### src/rtl/sign_extend_8to16.sv
//==============================================================================
// Module   : sign_extend_8to16
// Brief    : Registered 8->16 immediate extender (sign / zero / sign<<1 / high
//            byte) for the ALU B-operand path. Optional flags: SEXT_FLAGS_EN.
// Revision : 1.0 - initial release
//==============================================================================
`default_nettype none

module sign_extend_8to16 #(
    parameter int IN_W  = 8,
    parameter int OUT_W = 16
) (
    input  logic             clk,
    input  logic             rst,
    input  logic [IN_W-1:0]  a,
    input  logic [1:0]       mode,
    input  logic             in_valid,
    output logic [OUT_W-1:0] r,
    output logic             out_valid
`ifdef SEXT_FLAGS_EN
    ,
    output logic             r_neg,
    output logic             r_zero
`endif
);

    localparam logic [1:0] c_MODE_SEXT   = 2'b00;
    localparam logic [1:0] c_MODE_ZEXT   = 2'b01;
    localparam logic [1:0] c_MODE_SEXT_1 = 2'b10;
    localparam logic [1:0] c_MODE_HIGH   = 2'b11;

    localparam int c_EXT_W = OUT_W - IN_W;

    logic [OUT_W-1:0] w_ext;
    logic             w_sign;

    assign w_sign = a[IN_W-1];

    // The shifted mode drops one replicated sign bit so the sign survives the shift.
    always_comb begin
        w_ext = '0;
        case (mode)
            c_MODE_SEXT:   w_ext = {{c_EXT_W{w_sign}}, a};
            c_MODE_ZEXT:   w_ext = {{c_EXT_W{1'b0}}, a};
            c_MODE_SEXT_1: w_ext = {{(c_EXT_W-1){w_sign}}, a, 1'b0};
            c_MODE_HIGH:   w_ext = {a, {c_EXT_W{1'b0}}};
            default:       w_ext = '0;
        endcase
    end

    logic [OUT_W-1:0] r_result;
    logic             r_valid;

    // Result holds when no input is qualified; only the valid flag drops.
    always_ff @(posedge clk or posedge rst) begin
        if (rst) begin
            r_result <= '0;
            r_valid  <= 1'b0;
        end else begin
            r_valid <= in_valid;
            if (in_valid) begin
                r_result <= w_ext;
            end
        end
    end

    assign r         = r_result;
    assign out_valid = r_valid;

`ifdef SEXT_FLAGS_EN
    logic r_neg_q;
    logic r_zero_q;

    always_ff @(posedge clk or posedge rst) begin
        if (rst) begin
            r_neg_q  <= 1'b0;
            r_zero_q <= 1'b0;
        end else if (in_valid) begin
            r_neg_q  <= w_ext[OUT_W-1];
            r_zero_q <= (w_ext == '0);
        end
    end

    assign r_neg  = r_neg_q;
    assign r_zero = r_zero_q;
`endif

endmodule

`default_nettype wire

### config.mk
export PLATFORM = sky130hd
export DESIGN_NAME = sign_extend_8to16
export DESIGN_NICKNAME = d
export VERILOG_FILES = /design/src/rtl/sign_extend_8to16.sv
export SDC_FILE = /design/constraint.sdc
export NUM_CORES = 1
export LEC_CHECK = 0
export ABC_AREA = 1
export BUFFER_PORTS_ARGS = -buffer_cell sky130_fd_sc_hd__buf_2
export CAP_MARGIN = 10
export CORE_UTILIZATION = 47
export DETAILED_ROUTE_END_ITERATION = 8
export PLACE_DENSITY_LB_ADDON = 0.05
export SYNTH_ARGS = -nofsm -noshare
export SYNTH_HDL_FRONTEND = slang
export SYNTH_SLANG_ARGS = --single-unit
### constraint.sdc
create_clock -name clk -period 0.8 [get_ports clk]
set_input_delay 0.24 -clock clk [delete_from_list [all_inputs] [get_ports clk]]
set_output_delay 0.24 -clock clk [all_outputs]
set_load 0.1 [all_outputs]
==> results of run 1 <==
## state kept, by name, summed over array words and instances (netlist names)
name	count
out_valid	1
r	16
## synthesized netlist by cell type
master and instances:
o21ai_1 1, nand4_1 2, nor2_4 1, buf_6 2
nand2_1 29, dfrtp_1 17, nand3_1 7, inv_2 2
inv_1 14, nand2_2 3, nor2_1 30
## layout make-up
cell class / count / area [µm²] / area share
clock buffers: 3 / 22.5 / 0.0155
clock inverters: 1 / 5.00 / 0.00345
inverters: 16 / 60.1 / 0.0413
multi-input cells: 73 / 334 / 0.230
flip-flops and latches: 17 / 489 / 0.337
well taps: 16 / 20.0 / 0.0138
repair buffers: 40 / 522 / 0.359
## power breakdown
group	internal (µW)	switching (µW)
sequential	999	109
combinational	483	914
clock	187	330
## routing by layer
layer	part of all wire	up-vias
met3	0.083	32
met2	0.50	83
li1	-	402
met1	0.34	462
met5	0	-
met4	0.078	0
## final timing paths
path                       slack [ns]  start     to
hold reg to reg                  0.58   r[0]   r[0]
setup reg to reg                -0.13  r[14]  r[14]
min in group asynchronous        0.50    rst  r[14]
setup / recovery                -0.46   r[9]   r[9]
hold / removal                   0.19   a[0]   r[0]
max in group asynchronous        0.08    rst   r[2]
## logic make-up after synthesis
logic type,Yosys count,share of synthesized area
buffers and inverters,18,0.102
AND/OR/NAND/NOR,72,0.368
AO/OA/AOI/OAI,1,0.00616
flip-flops,17,0.524
## layout by cell type, fill, tap and decap left out
| cell type | Yosys | layout |
|---|---|---|
| buf_2 | 0 | 12 |
| o21ai_1 | 1 | 1 |
| inv_1 | 14 | 14 |
| clkinv_2 | 0 | 1 |
| buf_4 | 0 | 5 |
| nor2_1 | 30 | 24 |
| buf_6 | 2 | 3 |
| dlygate4sd3_1 | 0 | 1 |
| nand3_1 | 7 | 7 |
| inv_2 | 2 | 2 |
| nor2_2 | 0 | 3 |
| nand2_1 | 29 | 29 |
| nand4_1 | 2 | 2 |
| buf_12 | 0 | 19 |
| clkbuf_4 | 0 | 3 |
| dfrtp_4 | 0 | 17 |
| nor2_4 | 1 | 4 |
| nand2_2 | 3 | 3 |
## repair_timing
action	in CTS	in global routing
pin swaps	0	3
endpoints found under the setup margin	18	23
gates resized for setup	4	9
endpoints found under the hold margin	17	0
setup buffers	1	3
hold buffers	1	0
## through the flow
step	hold WS [ns]	instances	util	setup WS (ns)	setup TNS, ns
after floorplan	0.166	108	-	-0.0880	-1.84
after global placement	0.249	158	0.867	-0.0788	-2.12
after detailed placement	0.271	158	0.867	-0.196	-2.97
after CTS	0.186	164	0.904	-0.433	-7.12
after global routing	0.192	166	0.932	-0.461	-8.00
final	0.188	166	0.932	-0.456	-7.71
==> flow_summary_export.csv, run 1 <==
group,metric,value,unit
outcome,status,"complete, but fails checks",
outcome,violations,"design-rule violations, negative setup slack",
clocking,cts_buffer_depth,2,
grt,busiest_layer,"met2",
pwr,power.density,2080,mW/mm²
timing,slew_headroom,0.813,
layout,post-route-cell-area,0.00145,mm²
synth,yosys.area.top_type_share,0.524,
pwr,power.total,3020,µW
pwr,power_leakage,0.000728,µW
route,ant_nets,0,
synth,yosysSeqAreaShare,0.524,
setup_path,slowest_stage,"dfrtp_4",
grt,grt_pass1_vias,944,
setup_path,critical_path_class,"reg -> out",
placement,port-buffer-count,29,
synth,yosysUniqueCellTypes,11,
timing,fin_crit,1.26,ns
route,wire_per_inst,20.6,µm
placement,place_congestion,0.759,
synth,ys_warn_count,0,
grt,grt_max_degree,18,
pwr,ir_drop,1.73,mV
clocking,htree_levels,1,
floorplan,die_x,43.6,µm
timing,setup_violations,22,
floorplan,rows,14,
grt,grt_usage,0.324,
timing,fmax,796,MHz
grt,grt_overflow,0,
route,drt-initial-drc-count,73,
timing,rsz0062_at_grt,"yes",
setup_path,slowest_delay,0.53,ns
layout,final.fill_count,46,
floorplan,die_h,43.6,µm
synth,synth_nets,121,
run,maxCapViolations,0,
route,firstDrtPassIters,6,
clocking,cts_root_buffer,"clkbuf_4",
synth,synthCells,108,
timing,clock_skew,0,ns
setup_path,critPathTopFamily,"flip-flops",
route,drc_errors,6,
setup_path,path_depth,1,
floorplan,die_area,0.00190,mm²
timing,finalMaxSlewViolations,0,
layout,syn_to_final_growth,78.9,%
layout,layout-drive-gt1-share,0.480,
setup_path,crit_chain,"buf_12",
route,vias,979,
route,wl,3.42,mm
synth,synth_top_area_cell,"dfrtp_1",
clocking,tritoncts,"done",
worst_hold_path,min_path_type,"in -> reg",
grt,antenna_found_initial,0,
synth,avgSynthCellArea,7.52,µm²
setup_path,crit_buf_inv,1,
placement,dp_hpwl,1.86,mm
setup_path,worstPathArrival,1.02,ns
grt,met3_usage,0.0500,
floorplan,ios,30,
clocking,clock_sinks,17,
placement,placedInstanceArea,0.00135,mm²
timing,tightest_slew,0.279,ns
synth,netlist_top_cells_area,"dfrtp_1 52%, nor2_1 14%, nand2_1 13%",
layout,diodes,0,
grt,grtUsageMet2,0.621,
setup_path,cp-start-kind,"register",
timing,hold_viol_final,0,
floorplan,core_area,0.00156,mm²
setup_path,ff2ff_path_depth,3,
setup_path,crit_required,0.56,ns
timing,final.setup.worst_slack,-0.456,ns
setup_path,crit_fanout,2,
clocking,clk_pin_slew_worst_paths,0.12,ns
setup_path,endpoint_kind,"output port",
synth,synth-seq-cells,17,
clocking,cts_buffers,3,
grt,grt_pass1_wl,4.34,mm
layout,fin_nets,164,
grt,grt.met1_usage,0.340,
route,via_per_inst,5.90,
timing,fin_crit_sh,1.57,
floorplan,start_util,0.521,
synth,netlist_area,812,µm²
clocking,insertion_delay,0.31,ns
worst_hold_path,holdPathStages,3,
No activity file was read; power rests on OpenSTA's default activity.
==> run 2: changes to the inputs <==
Settings changed: CORE_UTILIZATION 47 to 50.
Clock period 0.8 ns to 1.5 ns, I/O delays scaled along.
==> run 2 against run 1 <==
The run now ends clean. Count of clock-buffer cells in the layout did not move. Cell area fell by 14%. Sequential cell count did not move. Cell count fell by 6.0%. Routed wire length fell by 47%. Core utilization fell by 11 points. First-iteration DRC count fell by 82%. Via count fell by 25%. Global-route usage fell by 9.3 points. Combinational power fell by 53%. Clock skew did not move. Critical path type unchanged. Critical endpoint is now r[3]. Largest cell class is now sequential cells. Largest power group unchanged.
==> flow_summary_export.csv, run 2 (synthesized netlist as in run 1, its figures left out) <==
group,metric,value,unit
clocking,cts_buffer_depth,2,
layout,ff_latch_area,425,µm²
route,wire_per_inst,11.5,µm
route,vias,737,
clocking,htree_levels,1,
clocking,clock_sinks,17,
route,wl,1.80,mm
layout,largest_register_ff_count,16,
timing,slew_headroom,0.798,
setup_path,crit_chain,"buf_12",
floorplan,ios,30,
grt,grt_usage,0.231,
worst_hold_path,min_path_type,"in -> async",
setup_path,slowest_delay,0.44,ns
clocking,tritoncts,"done",
placement,dp_hpwl,1.40,mm
setup_path,crit_buf_inv,1,
clocking,post-cts-setup-buffers,0,
floorplan,start_util,0.539,
layout,layout-drive-gt1-share,0.286,
grt,antenna_found_initial,0,
clocking,hold_buffers,0,
placement,port-buffer-count,29,
clocking,cts_resized,0,
setup_path,cp-start-kind,"register",
setup_path,crit_required,1.05,ns
floorplan,core_area,0.00151,mm²
route,ant_nets,0,
timing,fmax,735,MHz
setup_path,crit_fanout,2,
timing,fin_crit,1.36,ns
floorplan,rows,14,
timing,holdWs,0.150,ns
route,via_per_inst,4.72,
layout,fin_cells,156,
timing,setup_violations,0,
route,firstDrtPassIters,6,
timing,clock_skew,0,ns
grt,grt_max_degree,19,
layout,final.fill_count,91,
placement,place_congestion,0.810,
placement,dp.cells,152,
setup_path,slowest_stage,"dfrtp_1",
pwr,power_leakage,0.000684,µW
layout,post-route-util,0.826,
floorplan,die_x,42.3,µm
timing,finalMaxSlewViolations,0,
run,maxCapViolations,0,
pwr,power.density,1170,mW/mm²
timing,fin_crit_sh,0.907,
setup_path,worstPathArrival,0.91,ns
timing,hold_viol_final,0,
layout,final_common_cell,"nor2_1",
layout,syn_to_final_growth,53.3,%
clocking,insertion_delay,0.28,ns
pwr,ir_drop,0.698,mV
setup_path,critPathTopFamily,"flip-flops",
layout,multi_input_area,304,µm²
placement,preCtsSetupSlack,0.174,ns
layout,diodes,0,
timing,final.setup.worst_slack,0.140,ns
timing,tightest_slew,0.303,ns
setup_path,endpoint_kind,"output port",
grt,grt_pass1_wl,3.14,mm
grt,grt_overflow,0,
layout,fin_nets,154,
clocking,clk_pin_slew_worst_paths,0.10,ns
floorplan,die_area,0.00179,mm²
clocking,cts_buffers,3,
route,drt-initial-drc-count,13,
route,drc_errors,0,
timing,rsz0062_at_grt,"no",
grt,grt_pass1_vias,756,
clocking,cts_root_buffer,"clkbuf_4",
layout,final_cell_mix,"30 x nor2_1, 29 x nand2_1, 17 x dfrtp_1, 17 x buf_12, 14 x inv_1",
outcome,status,"completed",
setup_path,critical_path_class,"reg -> out",
timing,setup_tns,0,ns
floorplan,die_h,42.3,µm
## run 2: power breakdown
part | switching [µW] | internal (µW) | leakage, µW
combinational | 438 | 218 | 0.000459
clock | 147 | 98.9 | 0.0000177
sequential | 52.6 | 503 | 0.000207
total | 638 | 820 | 0.000684
## run 2: worst paths after layout
| check | startpoint | end | slack [ns] | depth (start not counted) |
|---|---|---|---|---|
| worst max-delay path | r[3] | r[3] | 0.14 | 1 |
| worst min-delay path | rst | r[14] | 0.15 | 3 |
| worst max register to register | r[3] | r[3] | 0.78 | 2 |
| worst min register to register | r[0] | r[0] | 0.57 | 2 |
| max in group asynchronous | rst | out_valid | 1.17 | 3 |
| min in group clk | a[0] | r[0] | 0.39 | 3 |
## run 2: area by class of cell
| class | count | area share |
|---|---|---|
| multi-input cells | 73 | 0.244 |
| well taps | 16 | 0.0161 |
| repair buffers | 30 | 0.328 |
| inverters | 16 | 0.0482 |
| flip-flops and latches | 17 | 0.342 |
| clock inverters | 1 | 0.00402 |
| clock buffers | 3 | 0.0181 |
## run 2: metrics by stage
step	total power [µW]	area, µm²
6_report	1460	1240
5_1_grt	1510	1240
4_1_cts	1470	1240
3_5_place_dp	1220	1220
3_3_place_gp	1210	1220
2_1_floorplan	957	812
## run 2: layer usage
layer | vias to the layer above | GRT usage | wire [µm] | part of all wire
met3 | 2 | 0.0345 | 79 | 0.044
li1 | 383 | - | - | -
met4 | 0 | 0.0750 | 10 | 0.0056
met1 | 325 | 0.281 | 747 | 0.42
met2 | 27 | 0.415 | 962 | 0.53
met5 | - | 0 | 0 | 0
==> run 3: changes to the inputs <==
Settings changed: CAP_MARGIN 10 to not set, CORE_UTILIZATION 50 to 53, CTS_BUF_LIST set to sky130_fd_sc_hd__clkbuf_2, RECOVER_POWER set to 100.
==> run 3 against run 2 <==
Clock power fell by 15%. Sequential share of layout area rose by 5.7 points. Die area fell by 5.4%. Sequential power fell by 3%. Clock skew did not move. First-iteration DRC count rose to 2.5 times the previous value. Routed wire length rose by 16%. Register-to-register slack got worse by 0.02 ns. Critical endpoint is now r[7]. Global-route usage rose by 5.7 points. Cell count did not move. Critical path depth did not move. Sequential cell count did not move.
==> flow_summary_export.csv, run 3 (synthesized netlist as in run 1, its figures left out) <==
group,metric,value,unit
outcome,status,"completed",
timing,rsz0062_at_grt,"no",
clocking,post-cts-setup-buffers,0,
layout,final_common_cell,"nor2_1",
layout,diodes,0,
timing,hold_viol_final,0,
setup_path,slowest_delay,0.39,ns
route,ant_nets,0,
floorplan,ios,30,
setup_path,critPathTopFamily,"flip-flops",
grt,grt_max_degree,18,
setup_path,crit_chain,"buf_4",
pwr,clkPwrFrac,0.160,
layout,fin_nets,155,
placement,port-buffer-count,29,
grt,grtUsageMet2,0.516,
floorplan,rows,13,
layout,syn_to_final_growth,31.4,%
pwr,pwr-share-seq,0.408,
floorplan,die_h,41.1,µm
timing,slew_headroom,0.421,
timing,tightest_slew,0.869,ns
route,vias,783,
timing,finalMaxSlewViolations,0,
clocking,clk_pin_slew_worst_paths,0.17,ns
route,wire_per_inst,13.4,µm
setup_path,path_depth,1,
floorplan,start_util,0.594,
clocking,tritoncts,"done",
grt,antenna_found_initial,0,
layout,layout-drive-gt1-share,0.262,
setup_path,endpoint_kind,"output port",
route,drc_errors,0,
pwr,power_leakage,0.000621,µW
layout,final_cell_mix,"30 x nor2_1, 29 x nand2_1, 17 x dfrtp_1",
run,maxCapViolations,0,
pwr,sw_frac_of_total,0.478,
setup_path,startpoint,"r[7]",
pwr,power.density,1230,mW/mm²
pwr,ir_drop,0.766,mV
grt,grt_pass1_vias,694,
clocking,insertion_delay,0.30,ns
route,firstDrtPassIters,4,
pwr,p_int,686,µW
setup_path,crit-reg2reg-launch,"r[8]",
clocking,cts_buffer_depth,2,
placement,dp.cells,152,
grt,grt_usage,0.288,
placement,preCtsSetupSlack,0.311,ns
setup_path,ff2ff_path_depth,2,
timing,final.setup.worst_slack,0.0731,ns
floorplan,die_x,41.1,µm
route,via_per_inst,5.02,
layout,largest_register_ff_count,16,
setup_path,crit_fanout,2,
setup_path,crit_buf_inv,1,
layout,fin_cells,156,
setup_path,cp-start-kind,"register",
route,drt-initial-drc-count,33,
grt,grt_overflow,0,
pwr,combPwrFrac,0.432,
floorplan,core_area,0.00137,mm²
worst_hold_path,min_path_type,"in -> async",
clocking,cts_buffers,3,
clocking,cts_root_buffer,"clkbuf_2",
clocking,htree_levels,1,
timing,setup_violations,0,
timing,fin_crit_sh,0.951,
floorplan,die_area,0.00169,mm²
grt,met3_usage,0.0598,
timing,fin_crit,1.43,ns
setup_path,worstPathArrival,0.98,ns
pwr,power_switching,628,µW
timing,fmax,701,MHz
clocking,clock_sinks,17,
placement,dp_hpwl,1.65,mm
placement,place_congestion,0.835,
grt,grt.met1_usage,0.305,
timing,setup_tns,0,ns
grt,busiest_layer,"met2",
route,wl,2.09,mm
setup_path,slowest_stage,"dfrtp_1",
grt,grt_pass1_wl,3.02,mm
setup_path,critical_path_class,"reg -> out",
timing,clock_skew,0,ns
setup_path,crit_required,1.05,ns
## run 3: cell types whose count changed in the layout (fill, tap and decap cells not counted)
cell      delta
buf_2        -1
o21ai_1      -1
buf_6       +12
inv_2        -1
clkbuf_4     -3
clkbuf_1     +3
buf_12      -17
buf_4        +4
o21ai_0      +1
clkbuf_2     +3
inv_1        +1
## run 3: cell type report
type | count | area, µm²
flip-flops and latches | 17 | 425
multi-input cells | 73 | 304
fillers | 115 | 299
repair buffers | 31 | 239
inverters | 16 | 60.1
well taps | 15 | 18.8
clock buffers | 3 | 15.0
clock inverters | 1 | 5.00
## run 3: power by group through the flow
stage	Sequential [µW]	Clock (µW)	Combinational, µW
final	537	210	568
after CTS	555	211	663
after global routing	540	231	591
after global placement	559	0	649
after floorplan	868	0	89.9
after detailed placement	563	0	661
## run 3: metrics by stage
step	power [µW]	util	instance area, µm²	hold slack, ns
finish	1310	0.781	1070	0.353
global route	1360	0.781	1070	0.401
CTS	1430	0.901	1230	0.117
detailed placement	1220	0.885	1210	0.464
global placement	1210	0.885	1210	0.461
floorplan	957	-	812	0.376
## run 3: path summary, 6_finish.rpt
path / slack, ns / endpoint
worst max-delay path: 0.07 / r[7]
worst min-delay path: 0.35 / r[8]
worst max register to register: 0.76 / r[8]
worst min register to register: 0.51 / r[15]
max in group asynchronous: 0.61 / out_valid
min in group clk: 0.40 / r[0]
## run 3: metal layers
metal  part of all wire  wire (µm)  vias up
li1                   -          -      387
met1               0.37        778      346
met2               0.53       1110       40
met3              0.058        120       10
met4              0.037         77        0
met5                  0          0        -
## run 3: worst reg2reg max path, cell delays in order (launching register included)
cell and delay (ns):
dfrtp_1 0.44, nor2_1 0.13, nor2_1 0.08
## run 3: timing repair
action	CTS	global route
gates resized for setup	1	0
hold buffers	0	0
endpoints found under the setup margin	1	0
